## config.mk

```make
export PLATFORM = sky130hd
export DESIGN_NAME = fir_seq_ctrl
export DESIGN_NICKNAME = d
export VERILOG_FILES = /design/src/rtl/fir_seq_ctrl.sv
export SDC_FILE = /design/constraint.sdc
export NUM_CORES = 1
export LEC_CHECK = 0
export ABC_AREA = 1
export BUFFER_PORTS_ARGS = -buffer_cell sky130_fd_sc_hd__buf_4
export CAP_MARGIN = 20
export CORE_MARGIN = 10
export CORE_UTILIZATION = 44
export CTS_BUF_LIST = sky130_fd_sc_hd__clkbuf_2 sky130_fd_sc_hd__clkbuf_4 sky130_fd_sc_hd__clkbuf_8
export DETAILED_ROUTE_END_ITERATION = 12
export PLACE_DENSITY_LB_ADDON = 0.15
export SETUP_SLACK_MARGIN = 0.5
export SLEW_MARGIN = 5
export SYNTH_ARGS = -nofsm -noshare
export SYNTH_HDL_FRONTEND = slang
export SYNTH_SLANG_ARGS = --single-unit
```

## constraint.sdc

```tcl
create_clock -name clk_b -period 4.35 [get_ports clk_b]
set_input_delay 0.2175 -clock clk_b [delete_from_list [all_inputs] [get_ports clk_b]]
set_output_delay 0.2175 -clock clk_b [all_outputs]
set_load 0.01 [all_outputs]
```

## src/rtl/fir_seq_ctrl.sv

```systemverilog
// Sequencing FSM for the FIR datapath: walks n over samples and k over taps, aligns MAC controls to memory latency.
// Optional abort input enabled by defining FIR_SEQ_CTRL_ABORT_EN.
module fir_seq_ctrl #(
   parameter int unsigned RD_LAT = 1,
   parameter int unsigned AW_X   = 14,
   parameter int unsigned AW_H   = 6
) (
   input  logic            clk_b,
   input  logic            rst_n,
   input  logic            Start,
   input  logic [5:0]      Ile_wsp,
   input  logic [13:0]     Ile_probek,
`ifdef FIR_SEQ_CTRL_ABORT_EN
   input  logic            abort,
`endif
   output logic            Pracuje,
   output logic            DONE,
   output logic            rd_en,
   output logic [AW_X-1:0] adr_x,
   output logic [AW_H-1:0] adr_h,
   output logic            mac_clr,
   output logic            mac_en,
   output logic            mac_zero,
   output logic            wr_wyn,
   output logic [AW_X-1:0] adr_wyn
);

   localparam int unsigned CW = (AW_X > AW_H) ? AW_X : AW_H;

   typedef enum logic [2:0] {IDLE, CLR, MAC, DRAIN, WRITE, FIN} state_t;

   state_t            state, state_nx;
   logic [AW_X-1:0]   n, n_nx;
   logic [AW_H-1:0]   k, k_nx;
   logic [2:0]        dcnt, dcnt_nx;
   logic [AW_X-1:0]   p_r;
   logic [AW_H-1:0]   w_r;
   logic              start_q;
   logic              launch;
   logic              tag;
   logic              abort_hit;
   logic [RD_LAT-1:0] en_sr;
   logic [RD_LAT-1:0] zero_sr;

`ifdef FIR_SEQ_CTRL_ABORT_EN
   assign abort_hit = abort && (state != IDLE) && (state != FIN);
`else
   assign abort_hit = 1'b0;
`endif

   assign launch   = (state == IDLE) && Start && !start_q;
   assign mac_en   = en_sr[RD_LAT-1];
   assign mac_zero = zero_sr[RD_LAT-1];

   always_ff @(posedge clk_b or negedge rst_n) begin
      if (!rst_n) begin
         state   <= IDLE;
         n       <= '0;
         k       <= '0;
         dcnt    <= '0;
         p_r     <= '0;
         w_r     <= '0;
         start_q <= 1'b0;
      end else begin
         state   <= state_nx;
         n       <= n_nx;
         k       <= k_nx;
         dcnt    <= dcnt_nx;
         start_q <= Start;
         if (launch) begin
            p_r <= AW_X'(Ile_probek);
            w_r <= AW_H'(Ile_wsp);
         end
      end
   end

   // Delay line carries the read strobe and its zero-padding tag to the memory-data cycle.
   always_ff @(posedge clk_b or negedge rst_n) begin
      if (!rst_n) begin
         en_sr   <= '0;
         zero_sr <= '0;
      end else if (abort_hit) begin
         en_sr   <= '0;
         zero_sr <= '0;
      end else begin
         en_sr[0]   <= rd_en;
         zero_sr[0] <= tag;
         for (int unsigned i = 1; i < RD_LAT; i++) begin
            en_sr[i]   <= en_sr[i-1];
            zero_sr[i] <= zero_sr[i-1];
         end
      end
   end

   always_comb begin
      state_nx = state;
      n_nx     = n;
      k_nx     = k;
      dcnt_nx  = dcnt;
      Pracuje  = (state != IDLE);
      DONE     = 1'b0;
      rd_en    = 1'b0;
      adr_x    = '0;
      adr_h    = '0;
      tag      = 1'b0;
      mac_clr  = 1'b0;
      wr_wyn   = 1'b0;
      adr_wyn  = '0;

      unique case (state)
         IDLE: begin
            if (launch) begin
               if ((Ile_wsp != '0) && (Ile_probek != '0)) state_nx = CLR;
               else                                       state_nx = FIN;
            end
         end
         CLR: begin
            mac_clr  = 1'b1;
            k_nx     = '0;
            state_nx = MAC;
         end
         MAC: begin
            rd_en   = 1'b1;
            adr_h   = k;
            adr_x   = n - AW_X'(k);
            tag     = (CW'(k) > CW'(n));
            dcnt_nx = '0;
            if (k == w_r - AW_H'(1)) state_nx = DRAIN;
            else                     k_nx     = k + AW_H'(1);
         end
         DRAIN: begin
            if (dcnt == 3'(RD_LAT - 1)) state_nx = WRITE;
            else                        dcnt_nx  = dcnt + 3'd1;
         end
         WRITE: begin
            wr_wyn  = 1'b1;
            adr_wyn = n;
            if (n == p_r - AW_X'(1)) begin
               state_nx = FIN;
            end else begin
               n_nx     = n + AW_X'(1);
               state_nx = CLR;
            end
         end
         FIN: begin
            DONE     = 1'b1;
            n_nx     = '0;
            state_nx = IDLE;
         end
         default: state_nx = IDLE;
      endcase

      if (abort_hit) begin
         state_nx = IDLE;
         n_nx     = '0;
         k_nx     = '0;
         dcnt_nx  = '0;
      end
   end

endmodule

```

==> results.sh, run 1 <==
export IMPL_status="finished, final reports clean"
export IMPL_diodes=0
export IMPL_clkLatencyLatePin_ps=310
export IMPL_cts_sinks=49
export IMPL_cts_setup_buffers=0
export IMPL_final_util_pct=53.62
export IMPL_total_power_mw=0.8289
export IMPL_crit_arrival_ps=2670
export IMPL_clockRootBuffer="clkbuf_8"
export IMPL_worst_pin_slew_ps=997.0
export IMPL_synth_cells=562
export IMPL_max_cap_violations=0
export IMPL_grt_first_pass_wirelength_um=18550
export IMPL_syn_area_per_cell_um2=6.790
export IMPL_postLayoutCellArea_um2=4472
export IMPL_fin_crit_ps=2889
export IMPL_r2r_end="mac_zero"
export IMPL_peakVddDrop_mv=0.1366
export IMPL_final_setup_tns_ps=0
export IMPL_p_per_area_nw_per_um2=185.4
export IMPL_synthTopCellsByCount="135 x nand2_1, 77 x nor2_1, 74 x inv_1"
export IMPL_grt_overflow=0
export IMPL_die_area_um2=12800
export IMPL_clk_pin_slew_ps=100
export IMPL_relSlewSlack_pct=33.38
export IMPL_finalSetupViolations=0
export IMPL_hp_class="input port to register"
export IMPL_async_reset_ff_share_pct=100.0
export IMPL_fmax_mhz=346.2
export IMPL_drtIter0Drc=184
export IMPL_timing_rr_start="n[0]"
export IMPL_synth_seq_area_share_pct=32.13
export IMPL_placed_cells=715
export IMPL_num_rows=33
export IMPL_grt_max_degree=50
export IMPL_yosys_top_cells_area="dfrtp_1 32%, nand2_1 13%, nor2_1 7.6%"
export IMPL_fin_cells=724
export IMPL_area_growth_synth_to_final_pct=17.18
export IMPL_vias=3779
export IMPL_die_w_um=113.1
export IMPL_cts_path_max_buffers=2
export IMPL_critPathMaxFanout=6
export IMPL_drive_gt1_share_pct=15.99
export IMPL_fin_skew_ps=8.951
export IMPL_grt_total_usage_pct=17.30
export IMPL_yosysWarningCount=0
export IMPL_leakagePower_nw=2.368
export IMPL_numCtsBuffers=5
export IMPL_vias_per_cell=5.220
export IMPL_synth_top_area_cell="dfrtp_1"
export IMPL_n_fill_cell=840
export IMPL_rsz0062_at_grt="no"
export IMPL_syn_cell_area_um2=3816
export IMPL_dp_hpwl_um=8674
export IMPL_end_kind="output port"
export IMPL_io_pins=64
export IMPL_routedWlPerCell_um=15.43
export IMPL_r2r_cells=11
export IMPL_regToRegSetupSlack_ps=2060
export IMPL_multi_input_area_um2=2216
export IMPL_hold_violations=0
export IMPL_yosysMostFrequentCell="nand2_1"
export IMPL_synth_edff_count=0
export IMPL_ys_types=31
export IMPL_coreArea_um2=8341
export IMPL_holdWs_ps=19.60
export IMPL_synth_flop_cell="dfrtp_1"
export IMPL_initial_core_util_pct=45.75
export IMPL_cts_resized=0
export IMPL_drv_slew=0
export IMPL_dr_pass1_iters=5
export IMPL_hold_start="Start"
export IMPL_cts_tree="yes"
export IMPL_ant_nets=0
export IMPL_layout_area_seq_um2=1226
export IMPL_portBuffers=63
export IMPL_first_global_vias=3706
export IMPL_path_class="register to output port"
export IMPL_ys_seq_elements=49
export IMPL_hold_path_endpoint="start_q"
export IMPL_fin_crit_sh_pct=66.41
export IMPL_fin_nets=654
export IMPL_gp_congestion=0.9038
export IMPL_drc=0
export IMPL_synthesis_nets=598
export IMPL_die_height_um=113.1
export IMPL_start_kind="register"
export IMPL_dpl_instance_area_um2=4347
export IMPL_wl_um=11170
export IMPL_dp_slack_ps=1827
export IMPL_min_path_cells=1
export IMPL_yosysTopAreaCellShare_pct=32.13
export IMPL_fin_ws_ps=1461
export IMPL_critical_path_required_ps=4130
export IMPL_cts_max_level=2
export IMPL_antenna_found_initial=0
state kept, by name, indices dropped and copies added (netlist names):
signal    flops
k             6
state         3
w_r           6
n            14
dcnt          3
mac_en        1
p_r          14
start_q       1
mac_zero      1
critical path, stage by stage, from the launching register on:
cell and delay [ps]:
dfrtp_1 450, inv_1 180, ha_1 170, inv_1 60
fa_1 400, nand3_1 90, nand3_1 100, nand2_1 80
a21oi_1 70, nor2_1 150, nand3_1 150, nor2_1 160
nand2_1 70, nand2_1 60, nor2_1 40, buf_4 140
placed cells by master, fill, tap and decap left out:
cell type	instances
inv_2	2
dlygate4sd3_1	1
or2_2	1
nand3_1	56
clkbuf_8	5
clkinvlp_4	1
clkinv_4	1
nor2_4	5
nand2_4	2
nor4_1	4
buf_4	64
nand2_2	3
dfrtp_1	49
mux2_2	6
nor3_2	1
inv_1	74
nand3_2	1
nand4_1	16
nor3b_2	1
nor3_1	16
and2_1	1
bufinv_16	1
clkinv_1	2
a21oi_1	22
nand2_1	135
xnor2_1	10
nor2_2	5
nand3b_1	3
nor2_1	77
ha_1	12
xor2_1	26
o21ai_0	15
fa_1	1
cell families (layout without fill, tap and decap cells):
family	count (synthesis)	count (layout)	share of synthesized area [%]
xor gates and xnor gates	36	36	8.262
buffers and inverters	94	151	9.803
DFF	49	49	32.13
muxes	6	6	1.770
adders and majority gates	13	13	4.459
AOI/OAI and AO/OA	37	37	4.853
and+or+nand+nor	327	327	38.72
what timing repair did:
action                     4_1_cts  5_1_grt
hold endpoints to repair        49        0
hold buffers                     1        0
setup endpoints to repair        0        0
cell type report:
class,count,area share (%)
Clock inverter,3,1.035
Sequential cell,49,27.42
Multi-Input combinational cell,419,49.55
Tap cell,105,2.938
Clock buffer,5,1.539
Inverter,78,6.547
Timing Repair Buffer,65,10.97
worst max-delay path by stage:
| stage | start | end | slack [ps] | cells after the start |
|---|---|---|---|---|
| after floorplan | n[0] | adr_x[12] | 2110 | 13 |
| after global placement | n[0] | adr_x[12] | 1900 | 15 |
| after detailed placement | n[0] | adr_x[12] | 1830 | 15 |
| after CTS | n[0] | adr_x[12] | 1470 | 15 |
| after global routing | n[0] | adr_x[12] | 1260 | 15 |
| final | n[0] | adr_x[12] | 1460 | 15 |
where the power goes:
group	internal [mW]	switching (mW)	total [mW]
Sequential	0.456	0.000111	0.456
Clock	0.172	0.170	0.343
Combinational	0.0142	0.0161	0.0304
layer usage:
| layer | wire length (µm) | GRT usage [%] | share of wire (%) | vias up |
|---|---|---|---|---|
| li1 | - | - | - | 1894 |
| met3 | 598 | 3.011 | 5.4 | 16 |
| met2 | 5520 | 29.49 | 49 | 108 |
| met1 | 4883 | 21.85 | 44 | 1761 |
| met5 | 0 | 0 | 0 | - |
| met4 | 167 | 4.738 | 1.5 | 0 |
Power figures use the tool's default switching activity.
==> run 2, diff against run 1 <==
==> constraint.sdc (replaced) <==
create_clock -name clk_b -period 2.9 [get_ports clk_b]
set_input_delay 0.145 -clock clk_b [delete_from_list [all_inputs] [get_ports clk_b]]
set_output_delay 0.145 -clock clk_b [all_outputs]
set_load 0.01 [all_outputs]
==> results.sh, run 2 (synthesis results as in run 1) <==
export IMPL_grt_overflow=0
export IMPL_total_power_mw=1.192
export IMPL_fmax_mhz=411.0
export IMPL_coreArea_um2=8341
export IMPL_dr_pass1_iters=5
export IMPL_clk_pin_slew_ps=100
export IMPL_pwr_share_clk_pct=38.7
export IMPL_wl_um=11090
export IMPL_p_per_area_nw_per_um2=255.1
export IMPL_grt_util_met3_pct=2.694
export IMPL_max_cap_violations=0
export IMPL_sw_frac_of_total_pct=22.63
export IMPL_area_growth_synth_to_final_pct=22.43
export IMPL_use_met2_pct=30.30
export IMPL_cts_sinks=49
export IMPL_dpl_instance_area_um2=4369
export IMPL_max_stage_delay_ps=430
export IMPL_leakagePower_nw=2.447
export IMPL_fin_crit_ps=2433
export IMPL_numCtsBuffers=5
export IMPL_pwr_share_comb_pct=3.9
export IMPL_io_pins=64
export IMPL_n_fill_cell=799
export IMPL_switchingPower_mw=0.2698
export IMPL_worstPathCellList="inv_2, ha_4, inv_4, fa_2, nand3_2, nand3_2, nand2_2, a21oi_2, nor2_2, buf_4, buf_6, xor2_1, nor2_1, buf_4"
export IMPL_grt_max_degree=50
export IMPL_ant_nets=0
export IMPL_hold_violations=0
export IMPL_biggestRegsByFlops="n: 14 flops, p_r: 14 flops"
export IMPL_clkLatencyLatePin_ps=310
export IMPL_grt_first_pass_wirelength_um=18750
export IMPL_grtUsageMet1_pct=21.65
export IMPL_drc=0
export IMPL_dp_slack_ps=468.4
export IMPL_die_height_um=113.1
export IMPL_cts_tree="yes"
export IMPL_start_kind="register"
export IMPL_cp_slowest_cell="dfrtp_2"
export IMPL_cts_path_max_buffers=2
export IMPL_path_class="register to output port"
export IMPL_postLayoutCellArea_um2=4672
export IMPL_hp_class="input port to register"
export IMPL_rsz0062_at_grt="yes"
export IMPL_die_w_um=113.1
export IMPL_critical_path_required_ps=2760
export IMPL_dp_hpwl_um=8410
export IMPL_grt_busiest_layer="met2"
export IMPL_antenna_found_initial=0
export IMPL_cts_max_level=2
export IMPL_first_global_vias=3817
export IMPL_diodes=0
export IMPL_layout_area_seq_um2=1230
export IMPL_fin_skew_ps=10.87
export IMPL_gp_congestion=0.9096
export IMPL_critPathMaxFanout=3
export IMPL_fin_crit_sh_pct=83.90
export IMPL_holdWs_ps=81.11
export IMPL_end_kind="output port"
export IMPL_vias_per_cell=5.221
export IMPL_relSlewSlack_pct=55.93
export IMPL_drive_gt1_share_pct=21.04
export IMPL_final_setup_tns_ps=0
export IMPL_final_util_pct=56.02
export IMPL_routedWlPerCell_um=14.94
export IMPL_die_area_um2=12800
export IMPL_fin_cells=742
export IMPL_worst_pin_slew_ps=661.1
export IMPL_grt_total_usage_pct=17.18
export IMPL_vias=3874
export IMPL_num_rows=33
export IMPL_clockRootBuffer="clkbuf_8"
export IMPL_multi_input_area_um2=2282
export IMPL_finalSetupViolations=0
export IMPL_crit_arrival_ps=2290
export IMPL_p_seq_share_pct=57.4
export IMPL_fin_ws_ps=466.9
export IMPL_fin_nets=672
export IMPL_layout_commonest_cell="nand2_1"
export IMPL_status="finished, final reports clean"
export IMPL_drtIter0Drc=196
export IMPL_portBuffers=63
export IMPL_internal_power_mw=0.9220
export IMPL_initial_core_util_pct=45.75
export IMPL_layout_common_cells="134 x nand2_1, 80 x buf_4, 75 x nor2_1, 70 x inv_1, 53 x nand3_1"
export IMPL_peakVddDrop_mv=0.1680
export IMPL_placed_cells=718
export IMPL_drv_slew=0
run 2: cell count changes in the layout (fill, tap and decap cells not counted), sizes merged:
cell	before	now
clkbuf	5	7
buf	64	81
bufinv	1	0
dlygate4sd3	1	2
clkinvlp	1	0
run 2: layout make-up:
class | instances | share of cell area [%]
clock buffer | 7 | 2.062
timing repair buffer | 83 | 13.52
tap | 105 | 2.812
multi-input combinational | 419 | 48.85
sequential | 49 | 26.33
clock inverter | 1 | 0.1071
inverter | 78 | 6.320
run 2: critical path, delay by kind of cell, from the launching register on:
family                   cells  cell delay, ps
AO/OA/AOI/OAI                1              60
adder cells (fa/ha/maj)      2             470
AND/OR/NAND/NOR              5             400
XOR/XNOR                     1             150
flip-flops                   1             430
buffers and inverters        5             470
run 2: worst paths after layout:
| kind | startpoint | endpoint | slack (ps) | cells past startpoint |
|---|---|---|---|---|
| max in group asynchronous | rst_n | n[1] | 2020 | 2 |
| max | n[0] | adr_x[8] | 470 | 14 |
| min in group asynchronous | rst_n | n[7] | 410 | 2 |
| min reg2reg | dcnt[1] | dcnt[1] | 520 | 2 |
| min | Ile_wsp[4] | w_r[4] | 80 | 2 |
| max reg2reg | p_r[1] | n[6] | 800 | 12 |
run 2: what timing repair did:
item	CTS	global route
resized for setup	14	7
setup buffers	9	5
setup endpoints to repair	7	8
hold buffers	2	0
hold endpoints to repair	50	0
pin swaps	8	6
run 2: per-layer routing:
layer  share of wire, %  wire, µm  vias up
met1                 45      4961     1828
met3                4.7       524       10
li1                   -         -     1930
met5                  0         0        -
met2                 50      5504      106
met4               0.85        94        0
run 2: power by group through the flow:
stage / clock network, mW / registers, mW / logic, mW
floorplan: 0 / 0.697 / 0.00400
global placement: 0 / 0.697 / 0.0457
detailed placement: 0 / 0.697 / 0.0462
CTS: 0.465 / 0.684 / 0.0485
global route: 0.493 / 0.684 / 0.0532
finish: 0.461 / 0.684 / 0.0469
